### config.mk
export PLATFORM = sky130hd
export DESIGN_NAME = alu_seq
export DESIGN_NICKNAME = d
export VERILOG_FILES = /design/src/rtl/alu_pkg.sv /design/src/rtl/alu_seq_multu_iter.sv /design/src/rtl/alu_seq.sv
export SDC_FILE = /design/constraint.sdc
export NUM_CORES = 1
export LEC_CHECK = 0
export ABC_AREA = 1
export BUFFER_PORTS_ARGS = -buffer_cell sky130_fd_sc_hd__buf_4
export CELL_PAD_IN_SITES_DETAIL_PLACEMENT = 1
export CELL_PAD_IN_SITES_GLOBAL_PLACEMENT = 2
export CORE_MARGIN = 5
export CORE_UTILIZATION = 36
export DETAILED_ROUTE_END_ITERATION = 10
export PLACE_DENSITY_LB_ADDON = 0.1
export SLEW_MARGIN = 0
export SYNTH_ARGS = -nofsm -noshare
export SYNTH_HDL_FRONTEND = slang
export SYNTH_SLANG_ARGS = --single-unit
### constraint.sdc
create_clock -name clk -period 6 [get_ports clk]
set_input_delay 0.3 -clock clk [delete_from_list [all_inputs] [get_ports clk]]
set_output_delay 0.3 -clock clk [all_outputs]
set_load 0.01 [all_outputs]
### src/rtl/alu_pkg.sv
// Shared definitions for the registered sequential ALU.
//
// Contents:
//   DEFAULT_WIDTH  default operand/result width
//   OP_*           6-bit funct-style operation codes accepted on Signal
//   state_t        control FSM states (IDLE, MUL, FIN)

package alu_pkg;

    localparam int DEFAULT_WIDTH = 32;

    localparam logic [5:0] OP_SRL   = 6'd2;
    localparam logic [5:0] OP_MFHI  = 6'd16;
    localparam logic [5:0] OP_MFLO  = 6'd18;
    localparam logic [5:0] OP_MULTU = 6'd25;
    localparam logic [5:0] OP_ADD   = 6'd32;
    localparam logic [5:0] OP_SUB   = 6'd34;
    localparam logic [5:0] OP_AND   = 6'd36;
    localparam logic [5:0] OP_OR    = 6'd37;
    localparam logic [5:0] OP_SLT   = 6'd42;

    typedef enum logic [1:0] {
        ST_IDLE = 2'd0,
        ST_MUL  = 2'd1,
        ST_FIN  = 2'd2
    } state_t;

endpackage

### src/rtl/alu_seq_multu_iter.sv
// Iterative shift-add unsigned multiplier core.
//
// Ports:
//   clk, rst   clock and synchronous active-high reset
//   load       capture a_in as multiplicand, b_in as multiplier, clear count
//   step       perform one shift-add iteration
//   a_in, b_in WIDTH-bit operands (used only with load)
//   last       high during the step that completes the product
//   product    2*WIDTH-bit product register

module multu_iter
    import alu_pkg::*;
#(
    parameter int WIDTH = DEFAULT_WIDTH
) (
    input  logic                 clk,
    input  logic                 rst,
    input  logic                 load,
    input  logic                 step,
    input  logic [WIDTH-1:0]     a_in,
    input  logic [WIDTH-1:0]     b_in,
    output logic                 last,
    output logic [2*WIDTH-1:0]   product
);

    localparam int SHW = $clog2(WIDTH);
    localparam logic [SHW-1:0] LAST_CNT = SHW'(WIDTH - 1);

    logic [WIDTH-1:0]   mcand_q, mcand_d;
    logic [2*WIDTH-1:0] prod_q,  prod_d;
    logic [SHW-1:0]     count_q, count_d;
    logic [WIDTH:0]     upper_sum;

    // The multiplier lives in the low half of the product register; its
    // consumed bits are shifted out as partial-product bits shift in, so
    // the accumulator starts as {0, multiplier}. The upper-half sum keeps
    // its carry so the shift cannot lose the top bit.
    always_comb begin
        mcand_d   = mcand_q;
        prod_d    = prod_q;
        count_d   = count_q;
        upper_sum = {1'b0, prod_q[2*WIDTH-1:WIDTH]}
                  + ({1'b0, mcand_q} & {(WIDTH+1){prod_q[0]}});
        if (load) begin
            mcand_d = a_in;
            prod_d  = {{WIDTH{1'b0}}, b_in};
            count_d = '0;
        end else if (step) begin
            prod_d  = {upper_sum, prod_q[WIDTH-1:1]};
            count_d = count_q + 1'b1;
        end
    end

    always_ff @(posedge clk) begin
        if (rst) begin
            mcand_q <= '0;
            prod_q  <= '0;
            count_q <= '0;
        end else begin
            mcand_q <= mcand_d;
            prod_q  <= prod_d;
            count_q <= count_d;
        end
    end

    assign last    = step && (count_q == LAST_CNT);
    assign product = prod_q;

endmodule

### src/rtl/alu_seq.sv
// Registered ALU with single-cycle logic/arithmetic ops and an iterative
// unsigned multiply writing HI/LO.
//
// Ports:
//   clk, rst   clock and synchronous active-high reset
//   start      operation request, sampled only in IDLE
//   dataA      operand A
//   dataB      operand B (low SHW bits are the SRL shift amount)
//   Signal     6-bit operation code, sampled with start
//   dataOut    registered result
//   zero       registered, high when the last result was zero
//   overflow   registered signed overflow of the last ADD/SUB
//   busy       high while a MULTU is iterating
//   done       one-cycle pulse when the result (and HI/LO) are final

module alu_seq
    import alu_pkg::*;
#(
    parameter int WIDTH = DEFAULT_WIDTH,
    parameter int SHW   = $clog2(WIDTH)
) (
    input  logic             clk,
    input  logic             rst,
    input  logic             start,
    input  logic [WIDTH-1:0] dataA,
    input  logic [WIDTH-1:0] dataB,
    input  logic [5:0]       Signal,
    output logic [WIDTH-1:0] dataOut,
    output logic             zero,
    output logic             overflow,
    output logic             busy,
    output logic             done
);

    state_t           state_q, state_d;
    logic [WIDTH-1:0] data_out_q, data_out_d;
    logic             zero_q, zero_d;
    logic             overflow_q, overflow_d;
    logic             done_q, done_d;
    logic [WIDTH-1:0] hi_q, hi_d;
    logic [WIDTH-1:0] lo_q, lo_d;

    logic [WIDTH-1:0] sum, diff, alu_res;
    logic             add_ovf, sub_ovf, alu_ovf;

    logic               mul_load, mul_step, mul_last;
    logic [2*WIDTH-1:0] mul_product;

    // Single-cycle datapath. Overflow follows the sign rule: operands of
    // equal sign (B inverted for SUB) giving a result of the other sign.
    // SLT reuses the subtract so that sign XOR overflow gives the true
    // signed comparison even when A-B overflows.
    always_comb begin
        sum     = dataA + dataB;
        diff    = dataA - dataB;
        add_ovf = (dataA[WIDTH-1] == dataB[WIDTH-1]) && (sum[WIDTH-1] != dataA[WIDTH-1]);
        sub_ovf = (dataA[WIDTH-1] != dataB[WIDTH-1]) && (diff[WIDTH-1] != dataA[WIDTH-1]);
        alu_res = '0;
        alu_ovf = 1'b0;
        case (Signal)
            OP_ADD: begin
                alu_res = sum;
                alu_ovf = add_ovf;
            end
            OP_SUB: begin
                alu_res = diff;
                alu_ovf = sub_ovf;
            end
            OP_AND:  alu_res = dataA & dataB;
            OP_OR:   alu_res = dataA | dataB;
            OP_SLT:  alu_res = {{(WIDTH-1){1'b0}}, diff[WIDTH-1] ^ sub_ovf};
            OP_SRL:  alu_res = dataA >> dataB[SHW-1:0];
            OP_MFHI: alu_res = hi_q;
            OP_MFLO: alu_res = lo_q;
            default: alu_res = '0;
        endcase
    end

    assign mul_load = (state_q == ST_IDLE) && start && (Signal == OP_MULTU);
    assign mul_step = (state_q == ST_MUL);

    multu_iter #(
        .WIDTH (WIDTH)
    ) u_multu_iter (
        .clk     (clk),
        .rst     (rst),
        .load    (mul_load),
        .step    (mul_step),
        .a_in    (dataA),
        .b_in    (dataB),
        .last    (mul_last),
        .product (mul_product)
    );

    // Control FSM. Result flags change only on edges that raise done.
    // FIN is a one-cycle bookkeeping state; requests there are not taken
    // because the controller waits for done before issuing again.
    always_comb begin
        state_d    = state_q;
        data_out_d = data_out_q;
        zero_d     = zero_q;
        overflow_d = overflow_q;
        hi_d       = hi_q;
        lo_d       = lo_q;
        done_d     = 1'b0;
        case (state_q)
            ST_IDLE: begin
                if (start) begin
                    if (Signal == OP_MULTU) begin
                        state_d = ST_MUL;
                    end else begin
                        data_out_d = alu_res;
                        zero_d     = (alu_res == '0);
                        overflow_d = alu_ovf;
                        done_d     = 1'b1;
                    end
                end
            end
            ST_MUL: begin
                if (mul_last) begin
                    state_d = ST_FIN;
                end
            end
            ST_FIN: begin
                hi_d       = mul_product[2*WIDTH-1:WIDTH];
                lo_d       = mul_product[WIDTH-1:0];
                data_out_d = mul_product[WIDTH-1:0];
                zero_d     = (mul_product[WIDTH-1:0] == '0);
                overflow_d = 1'b0;
                done_d     = 1'b1;
                state_d    = ST_IDLE;
            end
            default: state_d = ST_IDLE;
        endcase
    end

    always_ff @(posedge clk) begin
        if (rst) begin
            state_q    <= ST_IDLE;
            data_out_q <= '0;
            zero_q     <= 1'b1;
            overflow_q <= 1'b0;
            done_q     <= 1'b0;
            hi_q       <= '0;
            lo_q       <= '0;
        end else begin
            state_q    <= state_d;
            data_out_q <= data_out_d;
            zero_q     <= zero_d;
            overflow_q <= overflow_d;
            done_q     <= done_d;
            hi_q       <= hi_d;
            lo_q       <= lo_d;
        end
    end

    assign dataOut  = data_out_q;
    assign zero     = zero_q;
    assign overflow = overflow_q;
    assign done     = done_q;
    assign busy     = (state_q == ST_MUL);

endmodule

# After elaboration in Yosys (flattened, before gate mapping)
# Index checks and enable logic that the tools add are counted.
[op_classes]
n_reduce_logical = 13
n_addsub = 4
n_mux = 20
bitwise = 4
eq_ne = 20
shifts = 1
[op_table]
columns = ["cell", "count"]
rows = [
  ["32-bit case mux with 8 select lines", 1],
  ["32-bit 2-to-1 mux", 4],
  ["32-bit zero test", 2],
  ["32-bit case mux with 2 select lines", 1],
  ["32-bit by 33-bit adder with 33-bit output", 1],
  ["32-bit by 33-bit AND with 33-bit output", 1],
  ["32-bit adder", 1],
  ["32-bit AND", 1],
  ["32-bit OR", 1],
  ["32-bit by 5-bit right shift with 32-bit output", 1],
  ["32-bit subtractor", 1],
  ["6-bit equality test (second input constant)", 5],
  ["6-bit by 5-bit equality test with 1-bit output (second input constant)", 3],
  ["1-bit case mux with 2 select lines", 4],
  ["6-bit by 2-bit equality test with 1-bit output (second input constant)", 1],
  ["1-bit 2-to-1 mux", 6],
  ["2-bit 2-to-1 mux", 3],
  ["2-bit inequality test (second input constant)", 3],
  ["3-bit AND reduction", 2],
  ["5-bit by 1-bit adder with 5-bit output (second input constant)", 1],
  ["5-bit equality test (second input constant)", 1],
  ["1-bit logical AND", 5],
  ["2-bit case mux with 2 select lines", 1],
  ["2-bit nonzero test", 2],
  ["other kinds (8)", 10],
]
[word_totals]
regBits = 202
output_inout_bits = 36

# Logic depth before layout (Yosys ltp)
# Gate-level depths: netlist (run 1).
[logic_depth]
word_depth = 9
mapped_depth = 32
ltp_nobuf = 29

# By module
# A second synthesis (run 1) with hierarchy kept.
[hier_totals]
cells_unflattened = 3344
area_unflattened_um2 = 18898.1
[by_module_without_submodules]
columns = ["module", "n_inst", "cells_each", "area_each_um2"]
rows = [
  ["alu_seq", 1, 2281, 12436.9],
  ["multu_iter", 1, 1063, 6461.2],
]

# Worst setup path after synthesis (run 1)
# OpenSTA, ideal clock, no wires.
[synth_timing]
path_type = "input port to flip-flop"
start = "input dataB[3]"
end = "register zero_q (netlist: zero)"
stages = 30
setup_ps = 58
slack_ps = 2505
arrival_time_ps = 3437
path_cell_list = "inv_2 -> buf_2 -> buf_1 -> ha_1 -> buf_2 -> nor2_1 -> nand3_1 -> nand3_2 -> nand2_1 -> nand2_1 -> nand2_1 -> nand2_1 -> nand2_1 -> nand2_1 -> a21oi_1 -> fa_1 -> inv_1 -> nand2_1 -> nand4_1 -> nor3_1 -> nand2_1 -> nor2_1 -> nand3_1 -> nor2_1 -> nand2_1 -> nor2_1 -> nand2_1 -> nand2_1 -> nand2_1 -> nand2_1"
[synth_via]
elab_chain_len = 9
[synth_lines]
columns = ["element", "line_no", "rtl"]
rows = [
  ["start, declared", "alu_seq.sv:26", "input logic [WIDTH-1:0] dataB,"],
  ["32-bit subtractor", "alu_seq.sv:55", "diff = dataA - dataB;"],
  ["1-bit inequality test", "alu_seq.sv:57", "sub_ovf = (dataA[WIDTH-1] != dataB[WIDTH-1]) && (diff[WIDTH-1] != dataA[WIDTH-1]);"],
  ["1-bit logical AND", "alu_seq.sv:57", ""],
  ["1-bit bitwise XOR", "alu_seq.sv:71", "OP_SLT: alu_res = {{(WIDTH-1){1'b0}}, diff[WIDTH-1] ^ sub_ovf};"],
  ["32-bit case mux with 8 select lines *", "alu_seq.sv:60", "case (Signal)"],
  ["32-bit zero test *", "alu_seq.sv:113", "zero_d = (alu_res == '0);"],
  ["1-bit 2-to-1 mux *", "alu_seq.sv:109", "if (Signal == OP_MULTU) begin"],
  ["1-bit 2-to-1 mux *", "alu_seq.sv:108", "if (start) begin"],
  ["1-bit case mux with 2 select lines *", "alu_seq.sv:106", "case (state_q)"],
  ["end signal, assigned", "alu_seq.sv:149", "zero_q <= zero_d;"],
  ["end, declared", "alu_seq.sv:37", "logic zero_q, zero_d;"],
]
# Mark *: on every way between the ends. The rest lies on a longest branch, timed or not. The select of a mux whose other input is x is not followed.
# A chain may end at the register's enable or synchronous reset.

# Worst setup path in the final report (run 1)
# Ends and elaborated chain as after synthesis.

==> results.md, run 1 <==
* Antenna Nets Post-Route at 0
* ANT cells at 0
* Mean Syn Cell Area at 5.83 sq um
* Die ar. at 0.0549 sq mm
* Post-synth top area share at between 20% and 30%
* Slew headroom at a little over a quarter
* Fin crit period at 3860 ps
* Post-DP Area at roughly 0.019 sq mm
* Leakage Power at 10.0 nW
* Outcome: finished, final reports clean
* Number of flops mapped to enable cells by yosys at 0
* DP HPWL at 76,200 um
* Setup WS pre-CTS at 1700 ps
* Part of the cycle the worst path needs at 64.4%
* Largest net degree at the start of global routing at between 90 and 100
* Grt total ovfl at 0
* Final worst slack at 2140 ps
* Top Ports at ~110
* Most frequent cell after synthesis: nand2_1
* Initial antenna violation count at 1
* First-pass GRT wire length at 136,000 um
* CTS Hold Bufs at 0
* Max Clk Rate at 259 MHz
* Layout Skew at between 10 and 15 ps
* Pre-antenna DRT Iters at 5
* Ys async rst share at 0%
* Post-synthesis cell type count at 53
* Share of layout cells above drive strength 1 at under 10%
* CTS tree: built
* Starting density of the core at 36.3%
* Num CTS Buffers at 25
* Max Buffers Root-to-Sink at 3
* Max Slew Vio Count at 0
* Yosys warns at 0
* CP dominant cell by count: nand2_1
* Hold Crit Depth at 2
* Wire per inst at 24.5 um
* Initial drt markers at 1,703
* Area grow syn2layout at 11.2%
* Hold Path Class: primary input to register
* Clock Tree Root: clkbuf_16
* Die width at 234 um
* Via/cell ratio at 5.52
* Slowest cell on crit path: ha_1
* Most frequent cells after synthesis: 924 x nand2_1, 423 x inv_1, 312 x nand3_1
* Sink Count at 202
* Crit path kind: primary input to register
* Number of max-cap violations at 0
* Worst skew pair latency at 540 ps
* Syn Nets at between 3k and 4k
* Top cells by area, synth: dfxtp_1 22%, nand2_1 19%, ha_1 9.9%
* Gate count of the mapped netlist at 3,107
* GP Congestion at 1.02
* Post_cts resized at 0
* Top FF cell, synth: dfxtp_1
* Crit-path max FO at 35
* Core Area at 0.0500 sq mm
* Register-to-Register Path Depth at 21
* Maximum vdd drop at 0.000183 V
* Delay of the slowest critical-path stage at 600 ps
* Endpoints failing setup at 0
* Mapped cell area at 0.0181 sq mm
* Synth area leader: dfxtp_1
* Hold Vio Cnt, Final at 0
* WP data required at 6430 ps
* # Post-CTS Setup Buffers at 0
* Fin cells at 3,819
* Critical path startpoint category: primary input
* Reg-to-reg setup timing slack at 2520 ps
* Power Dens Cells at between 150 and 200 mW/mm^2
* Crit path DAT at 4300 ps
* Vias in the first global route at 21.2k
* Drt total wl at around 94,000 um
* Count of input and output buffers at 108
* Fin Setup TNS at 0 ps
* Vias at between 20k and 25k
* Finished Cell Area at 0.0202 sq mm
* Crit. End Element: register
* Post-synthesis sequential area ratio at 22.3%
* Crit path depth at 28
* Final total power at between 3 and 4 mW
* Slew @ Worst Pin at 1100 ps
* Number of H-tree levels at 1
* Buffer and inverter count on the worst path at 3
* Placed cell count at 3,775
* Drc violations at 0
* Synth Register Bits at 202
* Nets at 3,351
* CP delay by family, top: simple AND/OR/NAND/NOR gates
* Unrepaired setup endpoints after global routing: false
* Reg clk slew, reported paths at 60 ps
* GRT Resource Usage Total at 33.1%
* Die Ht at 234 um
* Num rows at 82
==> area by class of cell <==
| class | count | area (sq um) |
|---|---|---|
| Tap cell | 672 | 841 |
| Clock buffer | 34 | 709 |
| Fill cell | 6834 | 29800 |
| Multi-Input combinational cell | 2329 | 11800 |
| Clock inverter | 10 | 119 |
| Sequential cell | 202 | 4040 |
| Timing Repair Buffer | 134 | 1010 |
| Inverter | 438 | 1640 |
==> worst register-to-register path: cells and delay by family, from the launching register on <==
family | cells | cell delay, ps
compound gates | 5 | 650
buf+inv | 6 | 800
fa+ha+maj | 2 | 640
simple gates | 8 | 840
flops | 1 | 490
==> per-layer routing <==
metal / routed length, um / track usage (%) / up-vias
met4: 3320 / 10.4 / 2
met5: 13 / 0 / -
met3: 5760 / 3.98 / 112
met2: 43100 / 55.1 / 621
met1: 41500 / 45.0 / 10400
li1: - / - / 9994
==> through the flow <==
stage          util [%]  hold WS (ps)
2_1_floorplan         -           430
3_3_place_gp       38.7           449
3_5_place_dp       38.7           448
4_1_cts            40.4          18.6
5_1_grt            40.4          17.5
6_report           40.4          33.9
==> power by group <==
| part | switching, mW | leakage, nW | internal, mW |
|---|---|---|---|
| sequential | 0.0101 | 1.63 | 1.35 |
| combinational | 0.648 | 8.00 | 0.245 |
| clock | 0.647 | 0.410 | 0.916 |
==> worst paths after layout <==
check,start,end
worst max register to register,u_multu_iter.product[0],u_multu_iter.product[61]
worst max-delay path,dataB[3],zero
worst min register to register,hi_q[15],hi_q[15]
worst min-delay path,rst,u_multu_iter.product[31]
==> layout by cell type (no fill, tap or decap), types with 21 or more instances in the layout <==
cell,n
a21oi_1,202
a31oi_1,68
buf_4,134
clkbuf_16,25
dfxtp_1,202
ha_1,144
inv_1,422
nand2_1,923
nand3_1,312
nand4_1,28
nor2_1,294
nor2_2,21
nor3_1,22
o211ai_1,23
o21ai_0,147
==> cells by family (layout without fill, tap and decap cells) <==
logic type | count (synthesis) | after routing | synth area share [%]
flip-flops | 202 | 202 | 22.3
AND/OR/NAND/NOR | 1649 | 1649 | 37.9
XOR/XNOR | 24 | 24 | 1.16
buffers and inverters | 576 | 616 | 12.7
AO/OA/AOI/OAI | 508 | 508 | 15.5
adder cells (fa/ha/maj) | 148 | 148 | 10.4
==> sequential cells by signal, summed over array words and instances (netlist names), 2 cells and up <==
name / cells
hi_q: 32
state_q: 2
u_multu_iter.mcand_q: 32
dataOut: 32
u_multu_iter.count_q: 5
lo_q: 32
u_multu_iter.product: 64
No activity file was read; power rests on OpenSTA's default activity.
==> run 2, diff against run 1 <==
Settings changed: CORE_UTILIZATION 36 to 30.
Clock period 6 ns to 3.2 ns, I/O delays scaled along.
==> run 2 against run 1 <==
Against the previous run: power is 91% higher; die area is 19% higher; register-to-register slack worse by 2300 ps; sequential share of layout area is 2.6 points lower; final cell count is 12% higher; first-iteration DRC count is 19% lower; largest power group is now registers; routed wire length is 6.8% higher; clock-buffer cell count is 7 lower; setup slack worse by 1900 ps; global-route usage is 4.1 points lower; non-clock buffer count is 358 higher; clock power is 62% higher.
==> results.md, run 2 (synthesis results as in run 1) <==
* ANT cells at 0
* Num CTS Buffers at 21
* Maximum vdd drop at 0.000449 V
* Max Clk Rate at 333 MHz
* Fin cells at between 4k and 5k
* Area grow syn2layout at 27.8%
* CTS tree: built
* Power Dens Cells at ~310 mW/mm^2
* DP HPWL at 83,800 um
* Leakage Power at around 12 nW
* Crit-path max FO at 3
* Starting density of the core at 30.1%
* Largest net degree at the start of global routing at 98
* RR Startpoint: u_multu_iter.product[0]
* CP startpoint: dataB[8]
* WP data required at 3660 ps
* Crit. End Element: register
* Worst Hold Launch: dataA[6]
* Grt total ovfl at 0
* Core Area at ~0.060 sq mm
* Top Ports at about 110
* Die Ht at 256 um
* Initial antenna violation count at 1
* Share of layout cells above drive strength 1 at ~18%
* Worst skew pair latency at ~520 ps
* Number of H-tree levels at 1
* Hold Path Class: primary input to register
* Vias at 22.1k
* Most common cell after layout, fill and taps aside: nand2_1
* Vias in the first global route at between 20k and 25k
* Hold Vio Cnt, Final at 0
* Crit path kind: primary input to register
* Drt total wl at around 100,000 um
* Layout Skew at approximately 23 ps
* Clock Tree Root: clkbuf_16
* Final total power at between 7 and 8 mW
* Count of input and output buffers at 108
* GP Congestion at 0.960
* Sink Count at roughly 200
* Final worst slack at between 150 and 200 ps
* Setup WS pre-CTS at -498 ps
* Post-layout util at approximately two fifths
* Pre-antenna DRT Iters at 5
* Slew @ Worst Pin at 782 ps
* Finished Cell Area at about 0.023 sq mm
* Critical path startpoint category: primary input
* Placed cell count at 4,238
* Outcome: finished, final reports clean
* Max Buffers Root-to-Sink at 3
* Max Slew Vio Count at 0
* Most frequent cells in the layout: 918 x nand2_1, 478 x buf_4, 418 x inv_1
* Post-DP Area at between 0.02 and 0.025 sq mm
* Fin crit period at 3000 ps
* First-pass GRT wire length at between 100,000 and 150,000 um
* Endpoints failing setup at 0
* Reg clk slew, reported paths at 60 ps
* Fin Setup TNS at 0 ps
* Number of max-cap violations at 0
* Wire per inst at around 23 um
* Nets at between 3k and 4k
* Antenna Nets Post-Route at 0
* Part of the cycle the worst path needs at a little over nine tenths
* Initial drt markers at around 1.4k
* Die ar. at 0.0654 sq mm
* Number of flip-flops in the largest register at 64
* GRT Resource Usage Total at 29.0%
* Num rows at 90
* Die width at 256 um
* Crit path DAT at 3460 ps
* Slew headroom at 47.8%
* Worst hold margin at 79.6 ps
* Via/cell ratio at about 5.2
* Drc violations at 0
## run 2: path summary, 6_finish.rpt
| check | to | slack [ps] | cells past startpoint |
|---|---|---|---|
| min | u_multu_iter.mcand_q[6] | 80 | 4 |
| max | zero | 200 | 28 |
| max reg2reg | u_multu_iter.product[53] | 260 | 17 |
| min reg2reg | lo_q[31] | 470 | 2 |
## run 2: metal layers
| metal | wire (um) | global-route usage (%) | up-vias |
|---|---|---|---|
| met4 | 2980 | 7.62 | 0 |
| met3 | 3430 | 1.51 | 117 |
| met2 | 46100 | 49.3 | 512 |
| li1 | - | - | 10700 |
| met5 | 0 | 0 | - |
| met1 | 47500 | 40.3 | 10800 |
## run 2: power breakdown
group	leakage, nW	internal (mW)	switching (mW)
Sequential	1.63	2.53	0.0148
Combinational	9.76	0.821	1.39
Clock	0.340	1.44	1.07
## run 2: repair_timing
item,4_1_cts,5_1_grt
setup endpoints to repair,0,7
gates resized for setup,0,37
buffers inserted,0,2
endpoints found under the hold margin,3,0
hold buffers,3,0
## run 2: area by class of cell
cell class	count	area, sq um
sequential	202	4040
timing repair buffer	492	3840
clock buffer	27	578
multi-input combinational	2329	12000
clock inverter	10	106
tap	782	978
inverter	438	1650
fill	8053	37000
## run 2: critical path, cell delays in order
cell and delay, ps:
buf_4 140, inv_1 130, ha_4 230, nor2_2 140
nand2_2 120, nor3_2 240, nand2_1 140, nand2_2 130
nand2_1 80, nand2_1 70, nand2_1 70, nand2_2 80
a21oi_4 80, fa_1 510, inv_1 60, nand2_1 60
nand4_1 110, nor3_2 110, nand2_1 90, nor2_1 100
nand3_1 80, nor2_1 120, nand2_1 70, nor2_1 100
nand2_1 60, nand2_1 60, nand2_1 60, nand2_1 50
